**config.mk**
```make
export PLATFORM = sky130hd
export DESIGN_NAME = cache_mem_arbiter
export DESIGN_NICKNAME = d
export VERILOG_FILES = /design/src/rtl/cache_mem_arbiter.sv
export SDC_FILE = /design/constraint.sdc
export NUM_CORES = 1
export LEC_CHECK = 0
export ABC_AREA = 1
export CAP_MARGIN = 20
export CORE_AREA = 4 4 168 170
export DETAILED_ROUTE_END_ITERATION = 16
export DIE_AREA = 0 0 172 174
export HOLD_SLACK_MARGIN = 0.06
export PLACE_DENSITY = 0.67
export SLEW_MARGIN = 20
export SYNTH_ARGS = -nofsm -noshare
export SYNTH_HDL_FRONTEND = slang
export SYNTH_SLANG_ARGS = --single-unit
```
**constraint.sdc**
```tcl
create_clock -name CLK -period 4.1 [get_ports CLK]
set_input_delay 1.025 -clock CLK [delete_from_list [all_inputs] [get_ports CLK]]
set_output_delay 1.025 -clock CLK [all_outputs]
set_load 0.02 [all_outputs]
```
**src/rtl/cache_mem_arbiter.sv**
```systemverilog
// Shares one RAM port among the icache/dcache memory sides of N_CORES cores.
// Round-robin across cores; within a core dcache write > dcache read > icache read.
module cache_mem_arbiter #(
  parameter int N_CORES = 2,
  parameter int AW      = 32,
  localparam int PW     = (N_CORES > 1) ? $clog2(N_CORES) : 1
) (
  input  logic                  CLK,
  input  logic                  nRST,
  input  logic [N_CORES-1:0]    iREN,
  input  logic [N_CORES*AW-1:0] iaddr,
  input  logic [N_CORES-1:0]    dREN,
  input  logic [N_CORES-1:0]    dWEN,
  input  logic [N_CORES*AW-1:0] daddr,
  input  logic [N_CORES*AW-1:0] dstore,
  output logic [N_CORES-1:0]    iwait,
  output logic [N_CORES-1:0]    dwait,
  output logic [N_CORES*AW-1:0] iload,
  output logic [N_CORES*AW-1:0] dload,
  output logic                  ramREN,
  output logic                  ramWEN,
  output logic [AW-1:0]         ramaddr,
  output logic [AW-1:0]         ramstore,
  input  logic [AW-1:0]         ramload,
  input  logic                  ram_ready,
  output logic                  dbg_state,
  output logic [PW-1:0]         dbg_rr_ptr
);

  typedef enum logic {IDLE, BUSY} state_t;
  typedef enum logic [1:0] {OP_IRD, OP_DRD, OP_DWR} op_t;

  state_t          state, next_state;
  op_t             op, sel_op;
  logic [PW-1:0]   rr_ptr, win_core, sel_core, idx;
  logic [AW-1:0]   lat_addr, lat_store, sel_addr, sel_store;
  logic            found;
  logic [N_CORES-1:0] req;
  logic [AW-1:0]   ia [N_CORES];
  logic [AW-1:0]   da [N_CORES];
  logic [AW-1:0]   ds [N_CORES];
  logic [AW-1:0]   il_a [N_CORES];
  logic [AW-1:0]   dl_a [N_CORES];

  for (genvar c = 0; c < N_CORES; c++) begin : g_core
    assign ia[c] = iaddr[c*AW +: AW];
    assign da[c] = daddr[c*AW +: AW];
    assign ds[c] = dstore[c*AW +: AW];
    assign iload[c*AW +: AW] = il_a[c];
    assign dload[c*AW +: AW] = dl_a[c];
  end

  assign req        = iREN | dREN | dWEN;
  assign dbg_state  = (state == BUSY);
  assign dbg_rr_ptr = rr_ptr;

  // Scan from rr_ptr; first core with any request wins.
  always_comb begin
    found     = 1'b0;
    idx       = '0;
    sel_core  = '0;
    sel_op    = OP_IRD;
    sel_addr  = '0;
    sel_store = '0;
    for (int k = 0; k < N_CORES; k++) begin
      idx = PW'((int'(rr_ptr) + k) % N_CORES);
      if (!found && req[idx]) begin
        found     = 1'b1;
        sel_core  = idx;
        sel_addr  = da[idx];
        sel_store = ds[idx];
        if (dWEN[idx]) begin
          sel_op = OP_DWR;
        end else if (dREN[idx]) begin
          sel_op = OP_DRD;
        end else begin
          sel_op    = OP_IRD;
          sel_addr  = ia[idx];
          sel_store = '0;
        end
      end
    end
  end

  // Handshake: a wait bit is 1 until its access completes; a single-cycle 0
  // on the ram_ready cycle marks completion, with load data valid only then.
  always_comb begin
    next_state = state;
    iwait      = '1;
    dwait      = '1;
    il_a       = '{default: '0};
    dl_a       = '{default: '0};
    ramREN     = 1'b0;
    ramWEN     = 1'b0;
    ramaddr    = '0;
    ramstore   = '0;
    case (state)
      IDLE: if (found) next_state = BUSY;
      BUSY: begin
        ramREN   = (op != OP_DWR);
        ramWEN   = (op == OP_DWR);
        ramaddr  = lat_addr;
        ramstore = lat_store;
        if (ram_ready) begin
          next_state = IDLE;
          if (op == OP_IRD) begin
            iwait[win_core] = 1'b0;
            il_a[win_core]  = ramload;
          end else begin
            dwait[win_core] = 1'b0;
            if (op == OP_DRD) dl_a[win_core] = ramload;
          end
        end
      end
      default: next_state = IDLE;
    endcase
  end

  always_ff @(posedge CLK) begin
    if (!nRST) begin
      state     <= IDLE;
      rr_ptr    <= '0;
      win_core  <= '0;
      op        <= OP_IRD;
      lat_addr  <= '0;
      lat_store <= '0;
    end else begin
      state <= next_state;
      if (state == IDLE && found) begin
        win_core  <= sel_core;
        op        <= sel_op;
        lat_addr  <= sel_addr;
        lat_store <= sel_store;
      end
      if (state == BUSY && ram_ready)
        rr_ptr <= (win_core == PW'(N_CORES - 1)) ? '0 : win_core + 1'b1;
    end
  end

endmodule
```
* Yosys cells after proc, flatten, opt, wreduce, memory -nomap -nowiden
Index checks and enable logic that the tools add are counted.
** Word-level totals
- Register bits :: 69
- Output and inout bits :: 200
- Word-level logic and storage cells :: 111
** Operators by class
- $add $sub $neg :: 2
- Magnitude comparators :: 8
- Eq/ne operators :: 3
- Mux-type cells :: 77
- Bitwise gates (word level) :: 8
- Reductions and logical operators :: 7
** Operators by type and width (number)
- $mux 32 :: 33
- $mux 64 :: 7
- $and 64x64->64 :: 1
- $demux 32 s1 :: 1
- $mux 1 :: 24
- $mux 2 :: 10
- $ge 2x2->1 const B :: 3
- $lt 1x2->1 const B :: 3
- $not 1->2 :: 3
- $logic_and 1x1->1 :: 5
- $or 2x2->2 :: 2
- $add 1x1->1 const B :: 2
- $eq 2x1->1 const B :: 1
- $eq 2x2->1 const B :: 1
- $logic_not 2->1 :: 1
- $lt 2x1->1 const B :: 1
- $ne 2x2->1 const B :: 1
- $not 2->2 :: 1
- $pmux 1 s2 :: 1
- $demux 1 s1 :: 1
- $ge 1x1->1 const B :: 1
- $logic_not 1->1 :: 1
- $not 1->1 :: 1

* Depth between registers and ports, before layout
- Depth after elaboration :: 10
- Gate-level depth with buffers :: 11

* Worst setup path before layout
OpenSTA, ideal clock, no wires.
- Path type :: input to output
- Start :: input ram_ready
- End :: output dload[22]
- Data arrival time :: 2.021 ns
- Required time :: 3.075 ns
- Setup slack :: 1.054 ns
- Stages :: 5
- Cell sequence :: nand2_1 -> nor2_1 -> inv_1 -> clkbuf_1 -> nor3_1
** Between the ends
- Longest elaborated chain between the ends :: 2
** RTL lines
- from (decl) :: line 25 : input logic ram_ready,
- $mux 64 :: line 104 : if (ram_ready) begin
- $mux 64 :: line 97 : case (state)
- to (decl) :: line 19 : output logic [N_CORES*AW-1:0] dload,
Every way passes these cells.

* Worst setup path after layout
- Start :: input ram_ready
- End :: output dload[6]
Same word-level chain as after synthesis.

==> results.sh <==
export IMPL_status="complete, no violations"
export IMPL_met2_usage_pct=43.7
export IMPL_setup_tns_ps=0
export IMPL_p_per_area_mw_per_mm2=228
export IMPL_swShare_pct=38.8
export IMPL_ant_nets=0
export IMPL_fin_nets=2249
export IMPL_yosys_top_cells_area="nand2_1 (28%), dfxtp_1 (17%), inv_1 (12%), nand3_1 (10%), nor2_1 (9.2%)"
export IMPL_cp_max_fo=32
export IMPL_ys_async_sr_fraction_pct=0
export IMPL_syn_nets=1903
export IMPL_fin_skew_ps=7.84
export IMPL_synthMostInstantiatedCell="nand2_1"
export IMPL_clkLatencyLatePin_ps=330
export IMPL_rows=60
export IMPL_power_leakage_nw=6.88
export IMPL_rsz0062_at_grt="no"
export IMPL_initial_core_util_pct=30.6
export IMPL_ioPinCount=433
export IMPL_syn_inst=1670
export IMPL_setup_violations=0
export IMPL_irDropWorstVdd_mv=0.128
export IMPL_path_common_cell="clkdlybuf4s50_1"
export IMPL_root_buffer="clkbuf_16"
export IMPL_portBuffers=432
export IMPL_dieArea_mm2=0.0299
export IMPL_crit_arrival_ps=2860
export IMPL_drtIter0Drc=711
export IMPL_grt_pass1_vias=10600
export IMPL_drive_gt1_share_pct=2.62
export IMPL_post_route_period_util_pct=94.8
export IMPL_tightest_slew_ps=981
export IMPL_path_cells="clkdlybuf4s50_1 > nand2_1 > nor2_1 > inv_1 > buf_12 > nor3_1 > clkdlybuf4s50_1"
export IMPL_seq_power_share_pct=26.9
export IMPL_switching_power_w=0.00113
export IMPL_use_met3_pct=3.25
export IMPL_intPower_w=0.00179
export IMPL_clock_power_share_pct=28.0
export IMPL_cts_tree="yes"
export IMPL_drt_wl_total_mm=38.5
export IMPL_fin_crit_ps=3890
export IMPL_path_class="in -> out"
export IMPL_crit_slowest_cell="clkdlybuf4s50_1"
export IMPL_crit_path_end_kind="primary output"
export IMPL_synth_top_area_cell="nand2_1"
export IMPL_synth_top_cells_by_count="nand2_1 (601), inv_1 (269), nor2_1 (201), nand3_1 (165), a21oi_1 (102)"
export IMPL_hp_class="reg -> reg"
export IMPL_dp_cells=2346
export IMPL_syn_area_mm2=0.00819
export IMPL_core_area_mm2=0.0267
export IMPL_comb_power_share_pct=45.1
export IMPL_ys_warn_count=0
export IMPL_grt_busiest_layer="met2"
export IMPL_die_h_um=174
export IMPL_hold_viol=0
export IMPL_drv_slew=0
export IMPL_vias=11400
export IMPL_critPathLaunchType="primary input"
export IMPL_dp_hpwl_mm=27.7
export IMPL_grt_pass1_wl_mm=57.9
export IMPL_post_cts_resized=0
export IMPL_htreeDepth=3
export IMPL_fin_cells=2368
export IMPL_cp_required_ps=3070
export IMPL_grt_overflow_total=0
export IMPL_grt_util_met1_pct=26.7
export IMPL_postCtsSetupRepairBufs=0
export IMPL_utilization_pct=47.9
export IMPL_clkTransAtPathRegs_ps=60
export IMPL_hold_buffers=0
export IMPL_grt_max_degree=121
export IMPL_detail_route_wl_per_cell_um=16.2
export IMPL_synth_top_flop_cell="dfxtp_1"
export IMPL_synth_edf_count=0
export IMPL_route_detailed_drc=0
export IMPL_synth_distinct_cells=23
export IMPL_ys_ff_latch=69
export IMPL_clockBufferDepth=2
export IMPL_max_clock_freq_mhz=257
export IMPL_vias_per_cell=4.82
export IMPL_cap_violations=0
export IMPL_synth_top_area_share_pct=27.6
export IMPL_cts_buffers=9
export IMPL_die_x_um=172
export IMPL_syn_mean_instance_area_um2=4.90
export IMPL_worst_hold_slack_ps=492
export IMPL_yosysSeqAreaShare_pct=16.9
export IMPL_gp_congestion=0.910
export IMPL_drtPass1Iterations=5
export IMPL_max_stage_delay_ps=650
export IMPL_antenna_found_initial=7
export IMPL_cts_sinks=69
export IMPL_syn2layout_area_growth_pct=56.4
export IMPL_grt_use_total_pct=24.1
export IMPL_relSlewSlack_pct=34.6
cells by family (layout without fill, tap and decap cells):
logic type / after synthesis / after routing / share of synthesized area (%)
AO/OA/AOI/OAI: 169 / 169 / 11.3
other: 0 / 6 / 0
buffers and inverters: 390 / 741 / 20.1
flip-flops: 69 / 69 / 16.9
AND/OR/NAND/NOR: 1042 / 1042 / 51.7
path summary, 6_finish.rpt:
kind / cells after the start / startpoint / slack, ps / end
worst min register to register: 2 / win_core / 490 / win_core
worst max-delay path: 7 / ram_ready / 210 / dload[6]
worst max register to register: 9 / dbg_rr_ptr / 1410 / lat_addr[0]
worst min-delay path: 2 / win_core / 490 / win_core
per-layer routing:
metal / vias up / share of wire, %
li1: 5749 / -
met1: 5128 / 38
met2: 447 / 51
met3: 88 / 6.4
met4: 2 / 4.8
met5: - / 0.034
per-stage QoR:
step                      area, um^2  power [W]  setup WS (ps)
after floorplan                 8190    0.00157           1050
after global placement         12500    0.00209            243
after detailed placement       12500    0.00211            217
after CTS                      12800    0.00295            215
after global routing           12800    0.00312           6.69
final                          12800    0.00292            211
layout make-up:
cell class	count	area (um^2)
Multi-Input combinational cell	1211	5170
Fill cell	2801	13900
Inverter	272	1020
Sequential cell	69	1390
Tap cell	341	427
Timing Repair Buffer	453	4490
Antenna cell	6	15.0
Clock buffer	11	243
Clock inverter	5	57.6
layout by cell type (no fill, tap or decap), types with 2 or more instances in the layout:
cell             netlist  routed
nand2_1              601     601
clkdlybuf4s50_1        0     429
inv_1                269     269
nor2_1               201     201
nand3_1              165     165
a21oi_1              102     102
dfxtp_1               69      67
nor3_1                64      64
o21ai_0               34      34
buf_4                 19      22
a21boi_1              20      20
a21boi_0              12      12
clkbuf_16              0       9
nand2_2                7       7
diode_2                0       6
nor2_4                 1       2
inv_6                  0       2
clkinv_2               0       2
worst max-delay path: cells and delay by family:
kind	cells	cell delay, ps
buffers and inverters	4	1410
and+or+nand+nor	3	410
power groups by stage:
stage	Sequential (W)	Combinational [W]	Clock, W
after floorplan	0.000788	0.000780	0
after global placement	0.000797	0.00129	0
after detailed placement	0.000800	0.00131	0
after CTS	0.000785	0.00132	0.000848
after global routing	0.000795	0.00146	0.000867
final	0.000786	0.00132	0.000817
flip-flops by register name, indices dropped and copies added (netlist names):
register    flops
op              2
dbg_rr_ptr      1
win_core        1
lat_store      32
dbg_state       1
lat_addr       32
Note: power is estimated with default switching activity, not from simulation.
